## src/rtl/spi_pkg.sv

```systemverilog
// spi_pkg: constants shared between the SPI master and slave, plus the
// master FSM state type.
package spi_pkg;

    localparam int SPI_FRAME_BITS = 32;
    localparam int SPI_DIV_W      = 8;

    typedef enum logic [1:0] {
        IDLE  = 2'd0,
        LEAD  = 2'd1,
        SHIFT = 2'd2,
        TRAIL = 2'd3
    } spi_state_t;

endpackage

```

## src/rtl/spi_master_tx_sck_gen.sv

```systemverilog
// sck_gen: divides clk by CLK_DIV into sck half-periods while enabled and
// flags each sck edge with a one-cycle strobe; sck is parked low when disabled.
module sck_gen
    import spi_pkg::*;
#(
    parameter int CLK_DIV = 4
) (
    input  logic clk,
    input  logic reset,
    input  logic enable,
    output logic riseStb,
    output logic fallStb,
    output logic sck
);

    localparam logic [SPI_DIV_W-1:0] DIV_LAST = SPI_DIV_W'(CLK_DIV - 1);

    logic [SPI_DIV_W-1:0] r_div_cnt;
    logic                 r_sck;
    logic                 w_edge;

    assign w_edge  = enable && (r_div_cnt == DIV_LAST);
    assign riseStb = w_edge && !r_sck;
    assign fallStb = w_edge && r_sck;
    assign sck     = r_sck;

    // Half-period counter and sck level; disabling restarts the next frame from sck low.
    always_ff @(posedge clk) begin
        if (reset || !enable) begin
            r_div_cnt <= '0;
            r_sck     <= 1'b0;
        end else if (w_edge) begin
            r_div_cnt <= '0;
            r_sck     <= ~r_sck;
        end else begin
            r_div_cnt <= r_div_cnt + SPI_DIV_W'(1);
        end
    end

endmodule

```

## src/rtl/spi_master_tx.sv

```systemverilog
// spi_master_tx: mode-0 SPI master. Sends one N_BITS word MSB-first on sdo
// and captures the reply from sdi on every sck rising edge.
module spi_master_tx
    import spi_pkg::*;
#(
    parameter int N_BITS  = SPI_FRAME_BITS,
    parameter int CLK_DIV = 4
) (
    input  logic              clk,
    input  logic              reset,
    input  logic              start,
    input  logic [N_BITS-1:0] txData,
    output logic [N_BITS-1:0] rxData,
    output logic              busy,
    output logic              done,
    output logic              sck,
    output logic              sdo,
    input  logic              sdi,
    output logic              csN
);

    localparam int                    CNT_W    = $clog2(N_BITS + 1);
    localparam logic [CNT_W-1:0]      LAST_BIT = CNT_W'(N_BITS - 1);
    localparam logic [SPI_DIV_W-1:0]  DIV_LAST = SPI_DIV_W'(CLK_DIV - 1);

    if (CLK_DIV < 1 || CLK_DIV > 255) begin : g_bad_clk_div
        $error("spi_master_tx: CLK_DIV must be in 1..255");
    end
    if (N_BITS < 2) begin : g_bad_n_bits
        $error("spi_master_tx: N_BITS must be at least 2");
    end

    spi_state_t           r_state;
    spi_state_t           w_state_nxt;
    logic [N_BITS-1:0]    r_tx_sh;
    logic [N_BITS-1:0]    w_tx_sh_nxt;
    logic [N_BITS-1:0]    r_rx_sh;
    logic [N_BITS-1:0]    w_rx_sh_nxt;
    logic [N_BITS-1:0]    r_rx_data;
    logic [N_BITS-1:0]    w_rx_data_nxt;
    logic [CNT_W-1:0]     r_bit_cnt;
    logic [CNT_W-1:0]     w_bit_cnt_nxt;
    logic [SPI_DIV_W-1:0] r_trail_cnt;
    logic [SPI_DIV_W-1:0] w_trail_cnt_nxt;
    logic                 r_csn;
    logic                 w_csn_nxt;
    logic                 r_sdo;
    logic                 w_sdo_nxt;
    logic                 r_busy;
    logic                 w_busy_nxt;
    logic                 r_done;
    logic                 w_done_nxt;

    logic                 w_gen_en;
    logic                 w_rise_stb;
    logic                 w_fall_stb;
    logic                 w_sck;

    // The divider only runs while sck pulses are due; TRAIL is timed locally so sck stays low.
    assign w_gen_en = (r_state == LEAD) || (r_state == SHIFT);

    sck_gen #(
        .CLK_DIV (CLK_DIV)
    ) u_sck_gen (
        .clk     (clk),
        .reset   (reset),
        .enable  (w_gen_en),
        .riseStb (w_rise_stb),
        .fallStb (w_fall_stb),
        .sck     (w_sck)
    );

    // Next-state and next-output logic for the frame sequencer.
    always_comb begin
        w_state_nxt     = r_state;
        w_tx_sh_nxt     = r_tx_sh;
        w_rx_sh_nxt     = r_rx_sh;
        w_rx_data_nxt   = r_rx_data;
        w_bit_cnt_nxt   = r_bit_cnt;
        w_trail_cnt_nxt = r_trail_cnt;
        w_csn_nxt       = r_csn;
        w_sdo_nxt       = r_sdo;
        w_busy_nxt      = r_busy;
        w_done_nxt      = 1'b0;

        case (r_state)
            IDLE: begin
                if (start) begin
                    w_state_nxt     = LEAD;
                    w_tx_sh_nxt     = txData;
                    w_sdo_nxt       = txData[N_BITS-1];
                    w_rx_sh_nxt     = '0;
                    w_bit_cnt_nxt   = '0;
                    w_trail_cnt_nxt = '0;
                    w_csn_nxt       = 1'b0;
                    w_busy_nxt      = 1'b1;
                end else begin
                    w_state_nxt = IDLE;
                end
            end

            LEAD: begin
                // The first strobe after the lead-in is always the rising edge of bit 0.
                if (w_rise_stb) begin
                    w_rx_sh_nxt = {r_rx_sh[N_BITS-2:0], sdi};
                    w_state_nxt = SHIFT;
                end else begin
                    w_state_nxt = LEAD;
                end
            end

            SHIFT: begin
                if (w_rise_stb) begin
                    w_rx_sh_nxt = {r_rx_sh[N_BITS-2:0], sdi};
                end else if (w_fall_stb) begin
                    if (r_bit_cnt == LAST_BIT) begin
                        w_state_nxt     = TRAIL;
                        w_trail_cnt_nxt = '0;
                    end else begin
                        w_bit_cnt_nxt = r_bit_cnt + CNT_W'(1);
                        w_tx_sh_nxt   = {r_tx_sh[N_BITS-2:0], 1'b0};
                        w_sdo_nxt     = r_tx_sh[N_BITS-2];
                    end
                end else begin
                    w_state_nxt = SHIFT;
                end
            end

            TRAIL: begin
                if (r_trail_cnt == DIV_LAST) begin
                    w_state_nxt   = IDLE;
                    w_csn_nxt     = 1'b1;
                    w_busy_nxt    = 1'b0;
                    w_done_nxt    = 1'b1;
                    w_rx_data_nxt = r_rx_sh;
                end else begin
                    w_trail_cnt_nxt = r_trail_cnt + SPI_DIV_W'(1);
                end
            end

            default: begin
                w_state_nxt = IDLE;
                w_csn_nxt   = 1'b1;
                w_busy_nxt  = 1'b0;
            end
        endcase
    end

    // State and output registers; reset abandons any frame in flight.
    always_ff @(posedge clk) begin
        if (reset) begin
            r_state     <= IDLE;
            r_tx_sh     <= '0;
            r_rx_sh     <= '0;
            r_rx_data   <= '0;
            r_bit_cnt   <= '0;
            r_trail_cnt <= '0;
            r_csn       <= 1'b1;
            r_sdo       <= 1'b0;
            r_busy      <= 1'b0;
            r_done      <= 1'b0;
        end else begin
            r_state     <= w_state_nxt;
            r_tx_sh     <= w_tx_sh_nxt;
            r_rx_sh     <= w_rx_sh_nxt;
            r_rx_data   <= w_rx_data_nxt;
            r_bit_cnt   <= w_bit_cnt_nxt;
            r_trail_cnt <= w_trail_cnt_nxt;
            r_csn       <= w_csn_nxt;
            r_sdo       <= w_sdo_nxt;
            r_busy      <= w_busy_nxt;
            r_done      <= w_done_nxt;
        end
    end

    assign rxData = r_rx_data;
    assign busy   = r_busy;
    assign done   = r_done;
    assign sck    = w_sck;
    assign sdo    = r_sdo;
    assign csN    = r_csn;

endmodule

```

## config.mk

```make
export PLATFORM = sky130hd
export DESIGN_NAME = spi_master_tx
export DESIGN_NICKNAME = d
export VERILOG_FILES = /design/src/rtl/spi_pkg.sv /design/src/rtl/spi_master_tx_sck_gen.sv /design/src/rtl/spi_master_tx.sv
export SDC_FILE = /design/constraint.sdc
export NUM_CORES = 1
export LEC_CHECK = 0
export CAP_MARGIN = 20
export CORE_ASPECT_RATIO = 0.75
export CORE_MARGIN = 2
export CORE_UTILIZATION = 45
export CTS_BUF_LIST = sky130_fd_sc_hd__clkbuf_8 sky130_fd_sc_hd__clkbuf_16
export DETAILED_ROUTE_END_ITERATION = 8
export PLACE_DENSITY = 0.67
export SLEW_MARGIN = 10
export SYNTH_ARGS = -nofsm -noshare
export SYNTH_HDL_FRONTEND = slang
export SYNTH_SLANG_ARGS = --single-unit
```

## constraint.sdc

```tcl
create_clock -name clk -period 5 [get_ports clk]
set_input_delay 0.5 -clock clk [delete_from_list [all_inputs] [get_ports clk]]
set_output_delay 0.5 -clock clk [all_outputs]
set_load 0.02 [all_outputs]
```

* After elaboration in Yosys (flattened, before gate mapping)
Index checks and enable logic that the tools add are counted.
** Word-level totals
- Logic and storage cells :: 91
- Output and inout port bits :: 37
- Flip-flop bits (word level) :: 124
- Bits of input ports :: 36
** Operators by class
- Muxes and demuxes :: 38
- Bitwise gates (word level) :: 2
- Add/subtract/negate cells :: 3
- Equal/unequal tests :: 15
- Reductions and logical operators :: 21
** Operator list (count)
- $mux W31 :: 4
- $mux W32 :: 2
- $pmux W32 S2 :: 1
- $pmux W31 S2 :: 1
- $mux W8 :: 5
- $mux W6 :: 4
- $pmux W8 S3 :: 1
- $add A8 B1 Y8 const B :: 2
- $eq A8 B2 Y1 const B :: 2
- $pmux W6 S2 :: 1
- $mux W1 :: 10
- $mux W2 :: 5
- $ne A2 B2 Y1 const B :: 5
- $reduce_and A3 Y1 :: 3
- $pmux W2 S4 :: 1
- $add A6 B1 Y6 const B :: 1
- $eq A6 B5 Y1 const B :: 1
- $ne A2 B1 Y1 const B :: 3
- $pmux W1 S2 :: 3
- $reduce_and A6 Y1 :: 1
- $reduce_bool A2 Y1 :: 3
- $reduce_or A2 Y1 :: 3
- $reduce_and A5 Y1 :: 1
- $eq A2 B2 Y1 const B :: 2
- 9 further kinds :: 14

* Logic depth before layout (Yosys ltp)
Gate-level depths: netlist of the first run.
- Depth in word-level cells :: 7
- Depth in mapped cells :: 10
- Depth with buffers taken out :: 6

* Hierarchy
From an unflattened synthesis of the first run, not the netlist that was laid out.
** Second synthesis, totals
- Cells, all modules :: 608
- Area total of the unflattened synthesis :: 5207.5 sq um
** Modules (own cells, without submodules)
- spi_master_tx :: instances 1, sequential area each 2302.2 sq um, cells an instance 564, area each 4797.1 sq um
- sck_gen :: instances 1, sequential area each 180.2 sq um, cells an instance 44, area each 410.4 sq um

* Worst setup path after synthesis of the first run
Ideal clock, no wire load.
- Path type :: register to register
- Start point :: register r_state[0]
- End point :: register r_trail_cnt[0]
- Arrival :: 2.399 ns
- Stages on the path, launching flop included :: 9
- Setup slack :: 2.531 ns
- Required time :: 4.930 ns
- Path buffers :: 2
- Library setup time :: 0.070 ns
- Clock period less this slack :: 2.469 ns
- Cells stage by stage :: dfxtp_1 > inv_1 > ha_1 > buf_4 > or4b_1 > buf_2 > o41a_1 > or4_1 > a21oi_1
** Between the ends
- Longest elaborated chain between the ends :: 6
- Elaborated cells between the ends (all ways) :: 16
- Classes of those cells :: 8 x eq/ne; 1 x mux; 7 x reduce/logical
** Ends and longest elaborated chain
- start: declaration :: line spi_master_tx.sv:33 : spi_state_t r_state;
- start signal: assignment :: line spi_master_tx.sv:163 : r_state <= w_state_nxt;
- $eq A2 B1 Y1 or $eq A2 B2 Y1 (tied branches) :: line spi_master_tx.sv:60, spi_master_tx.sv:86
- $logic_or A1 B1 Y1 :: line spi_master_tx.sv:60 : assign w_gen_en = (r_state == LEAD) || (r_state == SHIFT);
- $logic_and A1 B1 Y1 :: line spi_master_tx_sck_gen.sv:22 : assign w_edge = enable && (r_div_cnt == DIV_LAST);
- $logic_and A1 B1 Y1, on equally long branches :: line spi_master_tx_sck_gen.sv:24, spi_master_tx_sck_gen.sv:23
- $ne A2 B1 Y1 (no line) or $ne A2 B2 Y1 (tied branches)
- $reduce_and A6 Y1 (no line)
- end signal: assignment :: line spi_master_tx.sv:168 : r_trail_cnt <= w_trail_cnt_nxt;
- end: declaration :: line spi_master_tx.sv:43 : logic [SPI_DIV_W-1:0] r_trail_cnt;
Parallel ways exist; a longest one is shown, timed or not.
A chain may end at the register's enable or synchronous reset.

* Final worst setup path of the first run
- Start point :: register r_state[0]
- End point :: register r_tx_sh[13]
** Between the ends
- Longest elaborated chain between the ends :: 6
- Elaborated cells between the ends (all ways) :: 14
- Classes of those cells :: 6 x eq/ne; 1 x mux; 7 x reduce/logical
** Ends and longest elaborated chain
- $eq A2 B1 Y1 or $eq A2 B2 Y1 (tied branches) :: line spi_master_tx.sv:60, spi_master_tx.sv:86
- $logic_or A1 B1 Y1 :: line spi_master_tx.sv:60
- $logic_and A1 B1 Y1 :: line spi_master_tx_sck_gen.sv:22
- $logic_and A1 B1 Y1, on equally long branches :: line spi_master_tx_sck_gen.sv:24, spi_master_tx_sck_gen.sv:23
- $ne A2 B1 Y1 (no line) or $ne A2 B2 Y1 (tied branches)
- $reduce_and A5 Y1 (no line)
- end signal: assignment :: line spi_master_tx.sv:164 : r_tx_sh <= w_tx_sh_nxt;
- end: declaration :: line spi_master_tx.sv:35 : logic [N_BITS-1:0] r_tx_sh;
Parallel ways exist; a longest one is shown, timed or not.

==> impl_summary.log, run 1 <==
INFO  metric synth.distinct_cells = 52
INFO  metric final_area = 0.007069 mm^2
INFO  metric r2r_cells = 9
INFO  metric floorplan.die.width = 132.6 um
INFO  metric setup_viol_count_final = 0
INFO  metric critical_path_arrival = 3310 ps
INFO  metric h_tree_level_count = 4
INFO  metric non_filler_instance_count_after_layout = 868
INFO  metric syn-cell-area = 0.005580 mm^2
INFO  metric footprint_of_the_multi_input_gates = 0.002826 mm^2
INFO  metric placement_rows = 35
INFO  metric via_count = 5139
INFO  metric power_density = 359.6 mW/mm^2
INFO  metric finalHoldViolations = 0
INFO  metric post_route_cells_drive_above_1_share = 7.835%
INFO  metric maximum_number_of_pins_on_one_net_before_global_route_repair = 91
INFO  metric cts_resized = 0
INFO  metric detail_route.vias_per_cell = 5.921
INFO  metric placedCellCount = 833
INFO  metric final.min_clock_period = 3022 ps
INFO  metric fillerInstances = 1090
INFO  metric status = completed
INFO  metric wirelength = 13.71 mm
INFO  metric grt_setup_unrepaired = no
INFO  metric port-buffer-count = 72
INFO  metric grt_first_pass_wirelength = 23.23 mm
INFO  metric globalRouteOverflowTotal = 0
INFO  metric cap_viol_max_count = 0
INFO  metric async_flop_share = 0%
INFO  metric clock_sink_count = 124
INFO  metric syn-instance-count = 647
INFO  metric worst_setup_path_start_kind = register
INFO  metric routed_wire_length_per_instance = 15.79 um
INFO  metric postSynth.topFlopCell = sky130_fd_sc_hd__dfxtp_1
INFO  metric register_bit_total_from_synthesis = 124
INFO  metric worst_ir_drop_vdd = 0.2811 mV
INFO  metric die_area = 0.01332 mm^2
INFO  metric worstMarginPinSlew = 928.3 ps
INFO  metric core_region_area = 0.01217 mm^2
INFO  metric cts-buffers-inserted = 17
INFO  metric gp_congestion = 0.7925
INFO  metric first_global_vias = 4813
INFO  metric period_share = 60.43%
INFO  metric clk_pin_slew_worst_paths = 60 ps
INFO  metric tritoncts = yes
INFO  metric seq_area = 0.002482 mm^2
INFO  metric critical_path_class = register to register
INFO  metric timing.setup.tns = 0 ps
INFO  metric max_clock_freq = 330.9 MHz
INFO  metric yosys_warnings = 0
INFO  metric placedInstanceArea = 0.006374 mm^2
INFO  metric max-clock-path-buffers = 2
INFO  metric post-cts-setup-buffers = 0
INFO  metric drc = 0
INFO  metric synthesis.area_per_instance = 8.625 um^2
INFO  metric finish.net_count = 732
INFO  metric antenna-diode-count = 0
INFO  metric drt-pass1-iter-count = 5
INFO  metric grt_use_total = 21.20%
INFO  metric maxSlewHeadroom = 37.98%
INFO  metric chipHeight = 100.4 um
INFO  metric cts_hold_repair.buffers = 0
INFO  metric initialDrtViolationCount = 479
INFO  metric starting_density = 45.84%
INFO  metric boundary_pins = 73
INFO  metric hold_path_class = register to register
INFO  metric final.setup_skew = 8.372 ps
INFO  metric synth_edf_count = 0
INFO  metric synth_largest_type_area_fraction = 44.48%
INFO  metric antenna_found_initial = 0
INFO  metric post-dp-hpwl = 8.126 mm
INFO  metric yosysSeqAreaShare = 44.48%
INFO  metric mappedNetlistNets = 690
INFO  metric netlist_top_cells_count = sky130_fd_sc_hd__dfxtp_1 (124), sky130_fd_sc_hd__a21oi_1 (74), sky130_fd_sc_hd__nand2_1 (73)
INFO  metric cp.required = 5290 ps
INFO  metric library_cell_occupying_the_most_area_in_the_post_synthesis_netlist = sky130_fd_sc_hd__dfxtp_1
INFO  metric ys_top_cells_by_area = sky130_fd_sc_hd__dfxtp_1 (44%), sky130_fd_sc_hd__a211oi_1 (8.7%), sky130_fd_sc_hd__a21oi_1 (6.6%)
INFO  metric synthMostInstantiatedCell = sky130_fd_sc_hd__dfxtp_1
INFO  metric cp-end-kind = register
INFO  metric worstHoldPathCells = 2
INFO  metric worstPathMaxFanout = 44
INFO  metric clkLatencyLatePin = 420 ps
INFO  metric areaGrowthSynthToFinish = 26.68%
INFO  metric cellLeakagePower = 0.002236 uW
INFO  metric ant_nets = 0
INFO  metric timing_max_transition_violations_final = 0
INFO  metric cts-root-buf = sky130_fd_sc_hd__clkbuf_16
[critical path: stages (launching register included)]
cell and delay (ps):
sky130_fd_sc_hd__dfxtp_1 340, sky130_fd_sc_hd__inv_1 130, sky130_fd_sc_hd__ha_2 190, sky130_fd_sc_hd__buf_4 540
sky130_fd_sc_hd__inv_1 310, sky130_fd_sc_hd__a211oi_4 210, sky130_fd_sc_hd__buf_4 350, sky130_fd_sc_hd__a21o_1 470
sky130_fd_sc_hd__buf_16 220, sky130_fd_sc_hd__a211oi_1 100
[power breakdown]
part / leakage [uW] / switching [uW] / internal [uW] / total (uW)
combinational: 0.000908 / 91.3 / 68.7 / 160
clock: 0.000320 / 472 / 885 / 1360
sequential: 0.00101 / 13.4 / 1010 / 1030
total: 0.00224 / 577 / 1970 / 2540
[state kept, by name, indices dropped and copies added (netlist names), named ones only]
name and flops:
busy 1, rxData 32, sdo 1, csN 1, r_tx_sh 31, r_bit_cnt 6
r_state 1, r_rx_sh 32, u_sck_gen.sck 1, r_trail_cnt 8, done 1, u_sck_gen.r_div_cnt 8
[cells by family after synthesis]
| logic type | Yosys count | share of synthesized area (%) |
|---|---|---|
| and+or+nand+nor | 193 | 18.14 |
| DFF | 124 | 44.48 |
| muxes | 32 | 5.740 |
| AOI/OAI and AO/OA | 210 | 23.83 |
| adders and majority gates | 7 | 1.569 |
| xor gates and xnor gates | 6 | 0.9417 |
| buffers and inverters | 75 | 5.291 |
[metrics by stage]
step	hold slack (ps)	utilization, %	worst slack (ps)	total power, uW
after floorplan	428.4	-	2531	1141
after global placement	444.4	52.35	1767	1196
after detailed placement	447.8	52.35	1615	1200
after CTS	455.3	57.68	1600	2554
after global routing	474.1	58.07	1779	2623
final	450.0	58.07	1978	2542
[final timing paths]
| path | from | end | slack (ps) |
|---|---|---|---|
| setup / recovery | r_state[0]$_SDFFE_PP0P_ | r_tx_sh[13]$_SDFFE_PP0P_ | 1980 |
| hold / removal | rxData[4]$_SDFFE_PP0P_ | rxData[4]$_SDFFE_PP0P_ | 450 |
| setup reg to reg | r_state[0]$_SDFFE_PP0P_ | r_tx_sh[13]$_SDFFE_PP0P_ | 1980 |
| hold reg to reg | rxData[4]$_SDFFE_PP0P_ | rxData[4]$_SDFFE_PP0P_ | 450 |
[cell usage in the layout, fill, tap and decap left out, drive strengths merged, types with 17 or more instances in the layout]
cell type,n
a21oi,74
clkdlybuf4s50,71
nand2,73
buf,17
mux2i,32
clkbuf,18
a211oi,65
dfxtp,124
nand4,41
o21ai,36
[metal layers]
layer,global-route usage (%),part of all wire [%],vias up
met3,5.051,4.7,18
met2,33.84,47,143
met1,28.07,47,2480
li1,-,-,2498
met5,0,0,-
met4,8.106,1.4,0
[cell type report]
| cell class | count | share of cell area (%) |
|---|---|---|
| clock buffers | 17 | 6.018 |
| clock inverters | 15 | 3.150 |
| flip-flops and latches | 124 | 35.12 |
| repair buffers | 89 | 12.32 |
| inverters | 9 | 0.4779 |
| well taps | 166 | 2.938 |
| multi-input cells | 448 | 39.98 |
No activity file was read; power rests on OpenSTA's default activity.
==> inputs of run 2 (changes only) <==
==> constraint.sdc (replaced) <==
create_clock -name clk -period 3 [get_ports clk]
set_input_delay 0.3 -clock clk [delete_from_list [all_inputs] [get_ports clk]]
set_output_delay 0.3 -clock clk [all_outputs]
set_load 0.02 [all_outputs]
==> impl_summary.log, run 2 (same netlist as run 1, synthesis figures left out) <==
INFO  metric groute.layer.met1.usage = 28.06%
INFO  metric maxSlewHeadroom = 40.70%
INFO  metric status = completed
INFO  metric areaGrowthSynthToFinish = 25.45%
INFO  metric gr-usage-met3 = 4.848%
INFO  metric placedInstanceArea = 0.006419 mm^2
INFO  metric r2r_cells = 8
INFO  metric setup_viol_count_final = 0
INFO  metric finalHoldViolations = 0
INFO  metric worstMarginPinSlew = 889.5 ps
INFO  metric worst_setup_path_start_kind = register
INFO  metric core_region_area = 0.01217 mm^2
INFO  metric worstPathMaxFanout = 35
INFO  metric clock_sink_count = 124
INFO  metric grt_setup_unrepaired = no
INFO  metric power_density = 565.4 mW/mm^2
INFO  metric critical_path.slowest_cell = sky130_fd_sc_hd__or4b_1
INFO  metric detail_route.vias_per_cell = 5.837
INFO  metric timing.rr.start = r_state[0]$_SDFFE_PP0P_
INFO  metric worst_hold_startpoint = rxData[22]$_SDFFE_PP0P_
INFO  metric pre_cts_ws = 456.3 ps
INFO  metric first_global_vias = 4825
INFO  metric final_area = 0.007000 mm^2
INFO  metric cap_viol_max_count = 0
INFO  metric final.min_clock_period = 2579 ps
INFO  metric timing.setup.tns = 0 ps
INFO  metric cellLeakagePower = 0.002206 uW
INFO  metric worst_ir_drop_vdd = 0.4235 mV
INFO  metric finish.net_count = 736
INFO  metric worstHoldPathCells = 2
INFO  metric die_area = 0.01332 mm^2
INFO  metric layout.cells.most_common = sky130_fd_sc_hd__dfxtp_1
INFO  metric starting_density = 45.84%
INFO  metric routed_wire_length_per_instance = 15.69 um
INFO  metric maximum_number_of_pins_on_one_net_before_global_route_repair = 90
INFO  metric longest_individual_stage_delay_on_the_worst_path = 590 ps
INFO  metric chipHeight = 100.4 um
INFO  metric drc = 0
INFO  metric timing.final.ws_setup = 420.9 ps
INFO  metric cp.required = 3250 ps
INFO  metric commonest_cells_after_routing_fill_and_taps_aside = sky130_fd_sc_hd__dfxtp_1 (124), sky130_fd_sc_hd__a21oi_1 (74), sky130_fd_sc_hd__nand2_1 (73), sky130_fd_sc_hd__clkdlybuf4s50_1 (71), sky130_fd_sc_hd__a211oi_1 (64)
INFO  metric fin_worst_hold_slack = 451.0 ps
INFO  metric max_clock_freq = 387.7 MHz
INFO  metric fin_total_pwr = 3958 uW
INFO  metric globalRouteOverflowTotal = 0
INFO  metric port-buffer-count = 72
INFO  metric fillerInstances = 1102
INFO  metric cp-end-kind = register
INFO  metric max-clock-path-buffers = 2
INFO  metric cts-buffers-inserted = 17
INFO  metric via_count = 5090
INFO  metric cts_resized = 0
INFO  metric critical_path.most_common_cell = sky130_fd_sc_hd__buf_4
INFO  metric initialDrtViolationCount = 447
INFO  metric period_share = 85.97%
INFO  metric hold_path_class = register to register
INFO  metric clkLatencyLatePin = 410 ps
INFO  metric cp_cell_sequence = inv_1, ha_1, or4b_1, nor3_4, buf_4, a21o_1, buf_4, a211oi_1
INFO  metric r2r_slack = 420 ps
INFO  metric timing_max_transition_violations_final = 0
INFO  metric grt-busiest-layer = met2
INFO  metric post-cts-setup-buffers = 0
INFO  metric cts_hold_repair.buffers = 0
INFO  metric grt.met2_usage = 33.68%
INFO  metric final.setup_skew = 9.683 ps
INFO  metric placement_rows = 35
INFO  metric boundary_pins = 73
INFO  metric gp_congestion = 0.7881
INFO  metric grt_first_pass_wirelength = 23.23 mm
INFO  metric regToRegEndpoint = r_tx_sh[26]$_SDFFE_PP0P_
INFO  metric floorplan.die.width = 132.6 um
INFO  metric antenna_found_initial = 0
INFO  metric wirelength = 13.68 mm
INFO  metric cts-root-buf = sky130_fd_sc_hd__clkbuf_16
INFO  metric grt_use_total = 21.11%
INFO  metric critical_path_arrival = 2830 ps
INFO  metric antenna-diode-count = 0
INFO  metric ant_nets = 0
INFO  metric post_route_cells_drive_above_1_share = 8.357%
INFO  metric critical_path_class = register to register
INFO  metric holdPathEnd = rxData[22]$_SDFFE_PP0P_
INFO  metric drt-pass1-iter-count = 5
INFO  metric h_tree_level_count = 4
INFO  metric clk_pin_slew_worst_paths = 60 ps
INFO  metric post-dp-hpwl = 8.459 mm
INFO  metric tritoncts = yes
[run 2: cell count changes in the layout (fill, tap and decap cells not counted), sizes merged]
cell,delta
buf,+4
bufinv,-3
clkinvlp,+3
[run 2: stage by stage]
step           utilization [%]  instances
6_report                 57.50        872
2_1_floorplan                -        647
5_1_grt                  57.50        872
3_5_place_dp             52.72        839
4_1_cts                  57.46        871
3_3_place_gp             52.72        839
[run 2: layer usage]
metal / vias up / share of wire, %
met2: 119 / 47
met5: - / 0
met3: 11 / 4.1
li1: 2504 / -
met4: 0 / 0.89
met1: 2456 / 48
[run 2: how the worst max path moves through the flow]
stage	end	slack, ps	cells past startpoint	startpoint
2_1_floorplan	r_trail_cnt[0]$_SDFFE_PP0P_	530	8	r_state[0]$_SDFFE_PP0P_
3_3_place_gp	r_trail_cnt[0]$_SDFFE_PP0P_	520	6	r_state[0]$_SDFFE_PP0P_
3_5_place_dp	r_trail_cnt[0]$_SDFFE_PP0P_	460	6	r_state[0]$_SDFFE_PP0P_
4_1_cts	r_trail_cnt[0]$_SDFFE_PP0P_	440	6	r_state[0]$_SDFFE_PP0P_
5_1_grt	r_trail_cnt[2]$_SDFFE_PP0P_	290	7	r_state[0]$_SDFFE_PP0P_
6_report	r_tx_sh[26]$_SDFFE_PP0P_	420	8	r_state[0]$_SDFFE_PP0P_
[run 2: where the power goes]
| part | switching, uW | internal [uW] | total, uW |
|---|---|---|---|
| sequential | 23.3 | 1690 | 1710 |
| combinational | 152 | 112 | 264 |
| clock | 765 | 1220 | 1980 |
| total | 941 | 3020 | 3960 |
[run 2: layout make-up]
cell class	instances	area [um^2]	area share, %
multi-input cells	448	2826	40.38
well taps	166	207.7	2.967
flip-flops and latches	124	2482	35.46
clock buffers	17	425.4	6.077
clock inverters	15	151.4	2.163
repair buffers	93	873.3	12.48
inverters	9	33.78	0.4826
[run 2: worst max-delay path, delay by kind of cell (launching register included)]
family / cells / cell delay (ps)
adders and majority gates: 1 / 310
AOI/OAI and AO/OA: 2 / 260
DFF: 1 / 370
and+or+nand+nor: 2 / 810
buffers and inverters: 3 / 660
==> inputs of run 3 (changes only) <==
--- a/config.mk
+++ b/config.mk
@@ -8,11 +8,12 @@
 export CAP_MARGIN = 20
 export CORE_ASPECT_RATIO = 0.75
 export CORE_MARGIN = 2
-export CORE_UTILIZATION = 45
+export CORE_UTILIZATION = 55
 export CTS_BUF_LIST = sky130_fd_sc_hd__clkbuf_8 sky130_fd_sc_hd__clkbuf_16
 export DETAILED_ROUTE_END_ITERATION = 8
-export PLACE_DENSITY = 0.67
+export PLACE_DENSITY = 0.8
 export SLEW_MARGIN = 10
 export SYNTH_ARGS = -nofsm -noshare
 export SYNTH_HDL_FRONTEND = slang
 export SYNTH_SLANG_ARGS = --single-unit
+export TNS_END_PERCENT = 10
==> impl_summary.log, run 3 (same netlist as run 1, synthesis figures left out) <==
INFO  metric wirelength = 14.14 mm
INFO  metric critical_path_class = register to register
INFO  metric cp-end-kind = register
INFO  metric core_region_area = 0.009774 mm^2
INFO  metric finalHoldViolations = 0
INFO  metric regToRegEndpoint = r_trail_cnt[0]$_SDFFE_PP0P_
INFO  metric timing.final.ws_setup = 400.1 ps
INFO  metric floorplan.die.width = 120.3 um
INFO  metric post_route_cells_drive_above_1_share = 7.824%
INFO  metric port-buffer-count = 72
INFO  metric antenna_found_initial = 0
INFO  metric gp_congestion = 0.8197
INFO  metric commonest_cells_after_routing_fill_and_taps_aside = sky130_fd_sc_hd__dfxtp_1 (124), sky130_fd_sc_hd__a21oi_1 (74), sky130_fd_sc_hd__nand2_1 (73), sky130_fd_sc_hd__clkdlybuf4s50_1 (71), sky130_fd_sc_hd__a211oi_1 (64)
INFO  metric period_share = 86.66%
INFO  metric cts_hold_repair.buffers = 0
INFO  metric cap_viol_max_count = 0
INFO  metric post-dp-hpwl = 8.587 mm
INFO  metric worstPathMaxFanout = 5
INFO  metric power_density = 562.1 mW/mm^2
INFO  metric worst_setup_path_start_kind = register
INFO  metric non_filler_instance_count_after_layout = 835
INFO  metric final.min_clock_period = 2600 ps
INFO  metric timing_max_transition_violations_final = 0
INFO  metric die_area = 0.01098 mm^2
INFO  metric timing.setup.tns = 0 ps
INFO  metric cp_cell_sequence = inv_1, ha_1, or4b_1, o41a_1, or4_1, a21oi_1
INFO  metric detail_route.vias_per_cell = 6.289
INFO  metric cts_resized = 0
INFO  metric cellLeakagePower = 0.002203 uW
INFO  metric chipHeight = 91.24 um
INFO  metric cp.required = 3330 ps
INFO  metric via_count = 5251
INFO  metric cts-buffers-inserted = 17
INFO  metric worst_ir_drop_vdd = 0.4564 mV
INFO  metric antenna-diode-count = 0
INFO  metric fin_util = 70.93%
INFO  metric layout.cells.most_common = sky130_fd_sc_hd__dfxtp_1
INFO  metric r2r_cells = 6
INFO  metric post-cts-setup-buffers = 0
INFO  metric drt-pass1-iter-count = 6
INFO  metric cts-root-buf = sky130_fd_sc_hd__clkbuf_16
INFO  metric r2r_slack = 400 ps
INFO  metric boundary_pins = 73
INFO  metric worstHoldPathCells = 2
INFO  metric starting_density = 57.09%
INFO  metric final.setup_skew = 8.081 ps
INFO  metric hold_path_class = register to register
INFO  metric clock_sink_count = 124
INFO  metric finish.net_count = 733
INFO  metric clk_pin_slew_worst_paths = 50 ps
INFO  metric placedCellCount = 803
INFO  metric routed_wire_length_per_instance = 16.93 um
INFO  metric maximum_number_of_pins_on_one_net_before_global_route_repair = 90
INFO  metric maxSlewHeadroom = 34.04%
INFO  metric max_clock_freq = 384.6 MHz
INFO  metric timing.rr.start = r_state[0]$_SDFFE_PP0P_
INFO  metric fin_worst_hold_slack = 453.1 ps
INFO  metric worstMarginPinSlew = 977.0 ps
INFO  metric initialDrtViolationCount = 501
INFO  metric grt_setup_unrepaired = no
INFO  metric pre_cts_ws = 431.4 ps
INFO  metric grt_first_pass_wirelength = 23.71 mm
INFO  metric status = completed
INFO  metric setup_viol_count_final = 0
INFO  metric drc = 0
INFO  metric critical_path_arrival = 2930 ps
INFO  metric critical_path.slowest_cell = sky130_fd_sc_hd__or4b_1
INFO  metric tritoncts = yes
INFO  metric grt_use_total = 26.31%
INFO  metric first_global_vias = 5063
INFO  metric worst_hold_startpoint = rxData[13]$_SDFFE_PP0P_
INFO  metric longest_individual_stage_delay_on_the_worst_path = 580 ps
INFO  metric globalRouteOverflowTotal = 0
INFO  metric max-clock-path-buffers = 2
INFO  metric clkLatencyLatePin = 410 ps
INFO  metric areaGrowthSynthToFinish = 24.24%
INFO  metric placement_rows = 31
INFO  metric holdPathEnd = rxData[13]$_SDFFE_PP0P_
INFO  metric ant_nets = 0
INFO  metric h_tree_level_count = 4
==> run 3: cell types whose count changed in the layout (fill, tap and decap cells not counted) <==
cell | previous run | this run
sky130_fd_sc_hd__clkinv_2 | 2 | 6
sky130_fd_sc_hd__buf_4 | 21 | 18
sky130_fd_sc_hd__clkinv_4 | 3 | 1
sky130_fd_sc_hd__clkinvlp_4 | 4 | 2
sky130_fd_sc_hd__buf_12 | 0 | 1
sky130_fd_sc_hd__clkbuf_2 | 1 | 0
sky130_fd_sc_hd__inv_1 | 10 | 11
sky130_fd_sc_hd__inv_6 | 2 | 1
==> run 3: worst max-delay path by stage <==
stage                            start                     endpoint  cells past startpoint
4_1_cts        r_state[0]$_SDFFE_PP0P_  r_trail_cnt[0]$_SDFFE_PP0P_                      6
5_1_grt        r_state[0]$_SDFFE_PP0P_                     register                      8
3_5_place_dp   r_state[0]$_SDFFE_PP0P_  r_trail_cnt[0]$_SDFFE_PP0P_                      6
6_report       r_state[0]$_SDFFE_PP0P_  r_trail_cnt[0]$_SDFFE_PP0P_                      6
3_3_place_gp   r_state[0]$_SDFFE_PP0P_  r_trail_cnt[0]$_SDFFE_PP0P_                      6
2_1_floorplan  r_state[0]$_SDFFE_PP0P_  r_trail_cnt[0]$_SDFFE_PP0P_                      8
==> run 3: area by class of cell <==
type,instances,area (um^2)
clock buffers,17,425.4
clock inverters,15,133.9
fillers,753,2841
inverters,9,33.78
multi-input cells,448,2826
flip-flops and latches,124,2482
well taps,132,165.2
repair buffers,90,865.8
==> run 3: per-layer routing <==
layer | routed length (um) | vias to the layer above | track usage, %
li1 | - | 2510 | -
met1 | 6427 | 2543 | 34.32
met2 | 6748 | 167 | 43.04
met3 | 680 | 31 | 5.151
met4 | 281 | 0 | 10.27
met5 | 0 | - | 0
==> run 3: critical path: cells and delay by family (launching register included) <==
kind	cells	cell delay (ps)
flops	1	380
fa+ha+maj	1	310
compound gates	2	650
buf+inv	1	110
simple gates	2	1060
==> run 3: per-stage QoR <==
step	total power, uW	area (um^2)
2_1_floorplan	1902	5580
3_3_place_gp	1994	6374
3_5_place_dp	2007	6374
4_1_cts	3907	6933
5_1_grt	4015	6933
6_report	3897	6933
==> run 3: where the power goes <==
part           switching [uW]  total [uW]  internal [uW]
combinational             155         268            113
clock                     716        1920           1200
sequential               23.2        1710           1690
total                     894        3900           3000
